$ cat config.mk
export PLATFORM = sky130hd
export DESIGN_NAME = ram_port_responder
export DESIGN_NICKNAME = d
export VERILOG_FILES = /design/src/rtl/ram_port_responder.sv
export SDC_FILE = /design/constraint.sdc
export NUM_CORES = 1
export LEC_CHECK = 0
export BUFFER_PORTS_ARGS = -buffer_cell sky130_fd_sc_hd__buf_2
export CAP_MARGIN = 40
export CORE_ASPECT_RATIO = 1.25
export CORE_MARGIN = 2
export CORE_UTILIZATION = 40
export DETAILED_ROUTE_END_ITERATION = 10
export GPL_ROUTABILITY_DRIVEN = 0
export SKIP_LAST_GASP = 1
export SLEW_MARGIN = 10
export SYNTH_ARGS = -nofsm -noshare
export SYNTH_HDL_FRONTEND = slang
export SYNTH_SLANG_ARGS = --single-unit
$ cat constraint.sdc
create_clock -name CLK -period 3.2 [get_ports CLK]
set_clock_uncertainty 0.15 [all_clocks]
set_input_delay 0.16 -clock CLK [delete_from_list [all_inputs] [get_ports CLK]]
set_output_delay 0.16 -clock CLK [all_outputs]
set_load 0.005 [all_outputs]
$ cat src/rtl/ram_port_responder.sv
// Cycle-exact target for the RAM strobe protocol: single-cycle writes, fixed-latency
// reads reported by a one-cycle OUT_VALID pulse, with never-written tracking.
module ram_port_responder #(
   parameter int Address_size = 2,
   parameter int Word_size    = 3,
   parameter int Read_latency = 2
) (
   input  logic                    CLK,
   input  logic                    RESET_N,
   input  logic                    CS,
   input  logic                    WE,
   input  logic                    OE,
   input  logic [Address_size-1:0] ADDRESS,
   input  logic [Word_size-1:0]    DATA,
   output logic [Word_size-1:0]    OUT,
   output logic                    OUT_VALID,
   output logic                    UNINIT,
   output logic                    BUSY,
   output logic                    ERR
);

   localparam int Depth = 2 ** Address_size;

   typedef enum logic {IDLE, READ} state_t;

   state_t                  state, next_state;
   logic [2:0]              cnt;
   logic [Address_size-1:0] rd_addr;
   logic [Word_size-1:0]    mem [Depth];
   logic [Depth-1:0]        written;

   logic do_write, do_read, do_err, complete;

   always_ff @(posedge CLK) begin
      if (!RESET_N) state <= IDLE;
      else          state <= next_state;
   end

   always_comb begin
      next_state = state;
      BUSY       = 1'b0;
      do_write   = 1'b0;
      do_read    = 1'b0;
      do_err     = 1'b0;
      complete   = 1'b0;
      case (state)
         IDLE: begin
            if (CS) begin
               do_write = WE && !OE;
               do_read  = OE && !WE;
               do_err   = WE && OE;
            end
            if (do_read) next_state = READ;
         end
         READ: begin
            BUSY = 1'b1;
            if (cnt == 3'd0) begin
               complete   = 1'b1;
               next_state = IDLE;
            end
         end
         default: next_state = IDLE;
      endcase
   end

   // Read data is sampled from the array at completion, not at acceptance.
   always_ff @(posedge CLK) begin
      if (!RESET_N) begin
         cnt       <= '0;
         rd_addr   <= '0;
         mem       <= '{default: '0};
         written   <= '0;
         OUT       <= '0;
         OUT_VALID <= 1'b0;
         UNINIT    <= 1'b0;
         ERR       <= 1'b0;
      end else begin
         OUT_VALID <= complete;
         ERR       <= do_err;
         if (do_write) begin
            mem[ADDRESS]     <= DATA;
            written[ADDRESS] <= 1'b1;
         end
         if (do_read) begin
            rd_addr <= ADDRESS;
            cnt     <= 3'(Read_latency - 1);
         end else if (state == READ && cnt != 3'd0) begin
            cnt <= cnt - 3'd1;
         end
         if (complete) begin
            OUT    <= written[rd_addr] ? mem[rd_addr] : '0;
            UNINIT <= !written[rd_addr];
         end
      end
   end

endmodule

# After elaboration in Yosys (flattened, before gate mapping)

Cells that the tools add are included.

Flip-flop bits (word level): 28
Latch bits: 0
Memory bits (writable): 0
Memory bits (read-only): 0
Input bits: 10
Output and inout bits: 7
Word-level logic and storage cells: 64
Memories: 0

Add/subtract/negate cells: 1
$mul: 0
Divide/modulo/power cells: 0
$lt $le $gt $ge: 6
Eq/ne operators: 0
Shift operators: 0
Muxes and demuxes: 24
Bitwise operators: 6
Reductions and logical operators: 14

Operators by type and width:

| cell                | count |
|---|---|
| $mux 1              | 14 |
| $bwmux 12           | 1 |
| $mux 3              | 4 |
| $bmux 3 s2          | 1 |
| $demux 3 s2         | 1 |
| $ge 3x3->1 const B  | 2 |
| $logic_and 1x1->1   | 6 |
| $lt 2x3->1 const B  | 2 |
| $not 2->3           | 2 |
| $or 4x4->4          | 1 |
| $logic_not 1->1     | 3 |
| $logic_not 3->1     | 1 |
| $lt 3x1->1 const B  | 1 |
| $not 1->1           | 3 |
| $reduce_bool 3->1   | 1 |
| $reduce_or 3->1     | 1 |
| $sub 3x1->3 const B | 1 |
| $bmux 1 s2          | 1 |
| $demux 1 s2         | 1 |
| $ge 2x1->1 const B  | 1 |
| $pmux 1 s2          | 1 |
| $reduce_bool 2->1   | 1 |
| $reduce_or 2->1     | 1 |

# Depth between registers and ports, before layout

Word-level depth: 6
Depth in mapped cells: 6
Mapped depth without buffers: 5

# Worst setup path before layout

Ideal clock, no wire load.

Path kind: register to register
Start: register state
End: register written[0]
Library setup time: 0.128 ns
Data arrival time: 1.123 ns
Required time: 2.922 ns
Path slack: 1.800 ns
Stages on the path, launching flop included: 7
Path buffers: 3
Period minus slack after synthesis: 1.400 ns
Cells stage by stage: dfxtp_1 buf_2 and4bb_1 buf_4 buf_6 a31oi_1 nor2_1

Word-level cells in the longest chain between the ends: 1

Ends and longest elaborated chain:

| item                            | RTL line | source |
|---|---|---|
| from (decl)                     | 26       | `state_t state, next_state;` |
| from (signal assigned)          | 36       | `else state <= next_state;` |
| $mux 1                          | 46       | `case (state)` |
| to (signal assigned)            | 72       | `written <= '0;` |
| to (signal, indexed assignment) | 82       | `written[ADDRESS] <= 1'b1;` |
| to (decl)                       | 30       | `logic [Depth-1:0] written;` |

No other way between the ends.
A chain may end at the register's enable or synchronous reset.

# Final worst setup path

Start: input RESET_N
End: register ERR

Word-level cells in the longest chain between the ends: 2

Ends and longest elaborated chain:

| item                      | RTL line | source |
|---|---|---|
| from (decl)               | 9        | `input logic RESET_N,` |
| $not 1->1 (no line)       | -        |  |
| $reduce_or 3->1 (no line) | -        |  |
| to (signal assigned)      | 79       | `ERR <= do_err;` |
| to (decl)                 | 19       | `output logic ERR` |

No other way between the ends.

==> reports/metrics.yaml <==
clocking:
  clock_latency_ns: 0.33
  clockBufferDepth: 2
  cts_tree: "built"
  cts_buffers: 3
  clock_sinks: 28
  path_clk_slew_ns: 0.15
  cts_max_level: 1
  ctsRootBufferMaster: "clkbuf_4"
  cts_resized: 0
timing:
  hold_viol_final: 0
  worst_slew_pin_slew_ns: 0.670
  finalCritPeriodShare_pct: 61.1
  grt_setup_unrepaired: "no"
  setup_ws_ns: 1.25
  clock.fmax_ghz: 0.512
  setup_viol: 0
  slew_headroom_pct: 55.3
  fin_tns_setup_ns: 0
  final_max_slew_viol_count: 0
  period_minus_slack_ns: 1.95
critical_path:
  ff2ff_setup_slack_ns: 1.47
  start_kind: "primary input"
  worstPathArrival_ns: 2.04
  setup.worst_path.class: "primary input to flop"
  endpoint_kind: "flop"
  crit_required_ns: 3.29
  rr_endpoint: "mem[3]"
  ff2ff_path_depth: 3
  timing.rr.start: "state"
  path_max_fanout: 7
synth:
  synth_warnings: 0
  synthCells: 133
  syn_area_um2: 1270
  synth.distinct_cells: 30
  synth_area_per_cell_um2: 9.55
  synth_fp_nets: 145
  synth-seq-area-share_pct: 44.1
  synth_seq_cells: 28
power_and_ir_drop:
  switchingPower_uw: 150
  switching_share_pct: 23.0
  power_density_nw_per_um2: 454
  finalPower_uw: 654
  seq_power_share_pct: 55.0
  p_int_uw: 504
  ir_worst_vdd_v: 0.000215
  combPwrFrac_pct: 8.9
  p_clk_share_pct: 36.0
  p_leak_nw: 0.551
final_layout:
  fin_area_um2: 1440
  nFillCells: 304
  diodes: 0
  drive_above_1_share_pct: 15.8
  area_growth_pct: 13.4
  final_util_pct: 48.4
  fin_nets: 159
detailed_routing:
  drc_errors: 0
  ant_nets: 0
  first_iter_violations: 46
  dr.pass1.iters: 4
  drt-wirelength-per-cell_um: 14.5
  routed_wl_um: 2640
  vias: 1045
  via_per_inst: 5.74
placed_design:
  place_ws_ns: 1.47
  placed_area_um2: 1320
  hpwl_um: 1770
  portBuffers: 16
flow_run:
  maxCapViolCount: 0
global_routing:
  grt_first_pass_wirelength_um: 4420
  grt-ovfl-total: 0
  grt_max_degree: 22
  grt_util_all_layers_pct: 16.2
  antenna_found_initial: 0
  grt_pass1_vias: 995
floorplanning:
  placementRows: 22
  initial_core_util_pct: 42.7
  ios: 17
  core_um2: 2970
  design.die.area_um2: 3640
  die_h_um: 67.0
  die_w_um: 54.4
hold_path:
  whs_endpoint: "mem[8]"
  holdPathStages: 3
  min_from: "ADDRESS[0]"
  hold_path_class: "primary input to flop"
run_status:
  status: "complete, no violations"
power by group through the flow:
stage               clock network, mW  logic (mW)  registers, mW
global route                    0.254      0.0652          0.361
detailed placement                  0      0.0521          0.367
finish                          0.236      0.0585          0.360
global placement                    0      0.0501          0.367
floorplan                           0      0.0400          0.365
CTS                             0.240      0.0583          0.360
repair_timing:
action                                  in CTS  in global routing
hold buffers                                 7                  0
endpoints found under the hold margin       16                  0
buffers inserted                             0                  0
endpoints found under the setup margin       0                  0
area by class of cell:
type                    count  area [µm²]  area share, %
clock buffers               3        22.5           1.56
clock inverters             1        30.0           2.09
inverters                   6        22.5           1.56
repair buffers             23         150           10.4
multi-input cells          85         609           42.3
flip-flops and latches     28         561           38.9
well taps                  36        45.0           3.13
placed cells by master (no fill, tap or decap), types with 4 or more instances in the layout:
master / netlist / final
a31oi_1: 4 / 4
nor2_1: 11 / 11
inv_1: 6 / 6
dlygate4sd3_1: 0 / 7
nand2_1: 9 / 9
buf_2: 4 / 16
o31ai_1: 12 / 12
nand4_1: 12 / 12
a21oi_1: 14 / 14
dfxtp_1: 28 / 28
per-stage QoR:
step	hold WS [ns]	cells
after floorplan	0.124	133
after global placement	0.268	171
after detailed placement	0.272	171
after CTS	0.0588	182
after global routing	0.0706	182
final	0.0728	182
worst max-delay path, stage by stage:
cell	delay [ns]
dlygate4sd3_1	0.53
buf_2	0.16
nand2_1	0.06
dlygate4sd3_1	0.54
nor2_1	0.04
dlygate4sd3_1	0.55
synthesized netlist by cell type (all sizes together):
master / count / area, µm²
dfxtp: 28 / 561
inv: 6 / 22.5
nand2: 9 / 33.8
a21oi: 14 / 70.1
mux4: 4 / 101
ha: 2 / 25.0
and4bb: 2 / 25.0
o21ai: 1 / 5.00
nand4: 12 / 75.1
o31ai: 12 / 90.1
nand3b: 1 / 7.51
nand4bb: 1 / 11.3
a31oi: 4 / 25.0
a311oi: 1 / 8.76
and3: 1 / 6.26
nor2: 11 / 41.3
mux2i: 3 / 30.0
o22ai: 3 / 18.8
a211oi: 2 / 20.0
and3b: 1 / 8.76
buf: 8 / 53.8
clkbuf: 6 / 23.8
nand2b: 1 / 6.26
routing by layer:
| metal | up-vias | part of all wire [%] | global-route usage (%) |
|---|---|---|---|
| met5 | - | 0 | 0 |
| met4 | 0 | 1.0 | 5.63 |
| met1 | 496 | 49 | 21.5 |
| li1 | 521 | - | - |
| met3 | 4 | 3.7 | 2.02 |
| met2 | 24 | 46 | 26.5 |
state kept, by name, indices dropped and copies added, names as in the netlist, 2 cells and up:
name / flops
OUT: 3
written: 4
mem: 12
cnt: 3
rd_addr: 2
how the worst max path moves through the flow:
stage            start    endpoint  depth (start not counted)
2_1_floorplan    state  written[0]                          6
3_3_place_gp     state      mem[0]                          3
3_5_place_dp     state      mem[3]                          3
4_1_cts        RESET_N         ERR                          6
5_1_grt        RESET_N         ERR                          6
6_report       RESET_N         ERR                          6
logic make-up after synthesis:
family	synth area share (%)
simple gates	16.9
compound gates	18.7
flops	44.1
buf+inv	7.88
mux	10.3
fa+ha+maj	1.97
No activity file was read; power rests on OpenSTA's default activity.
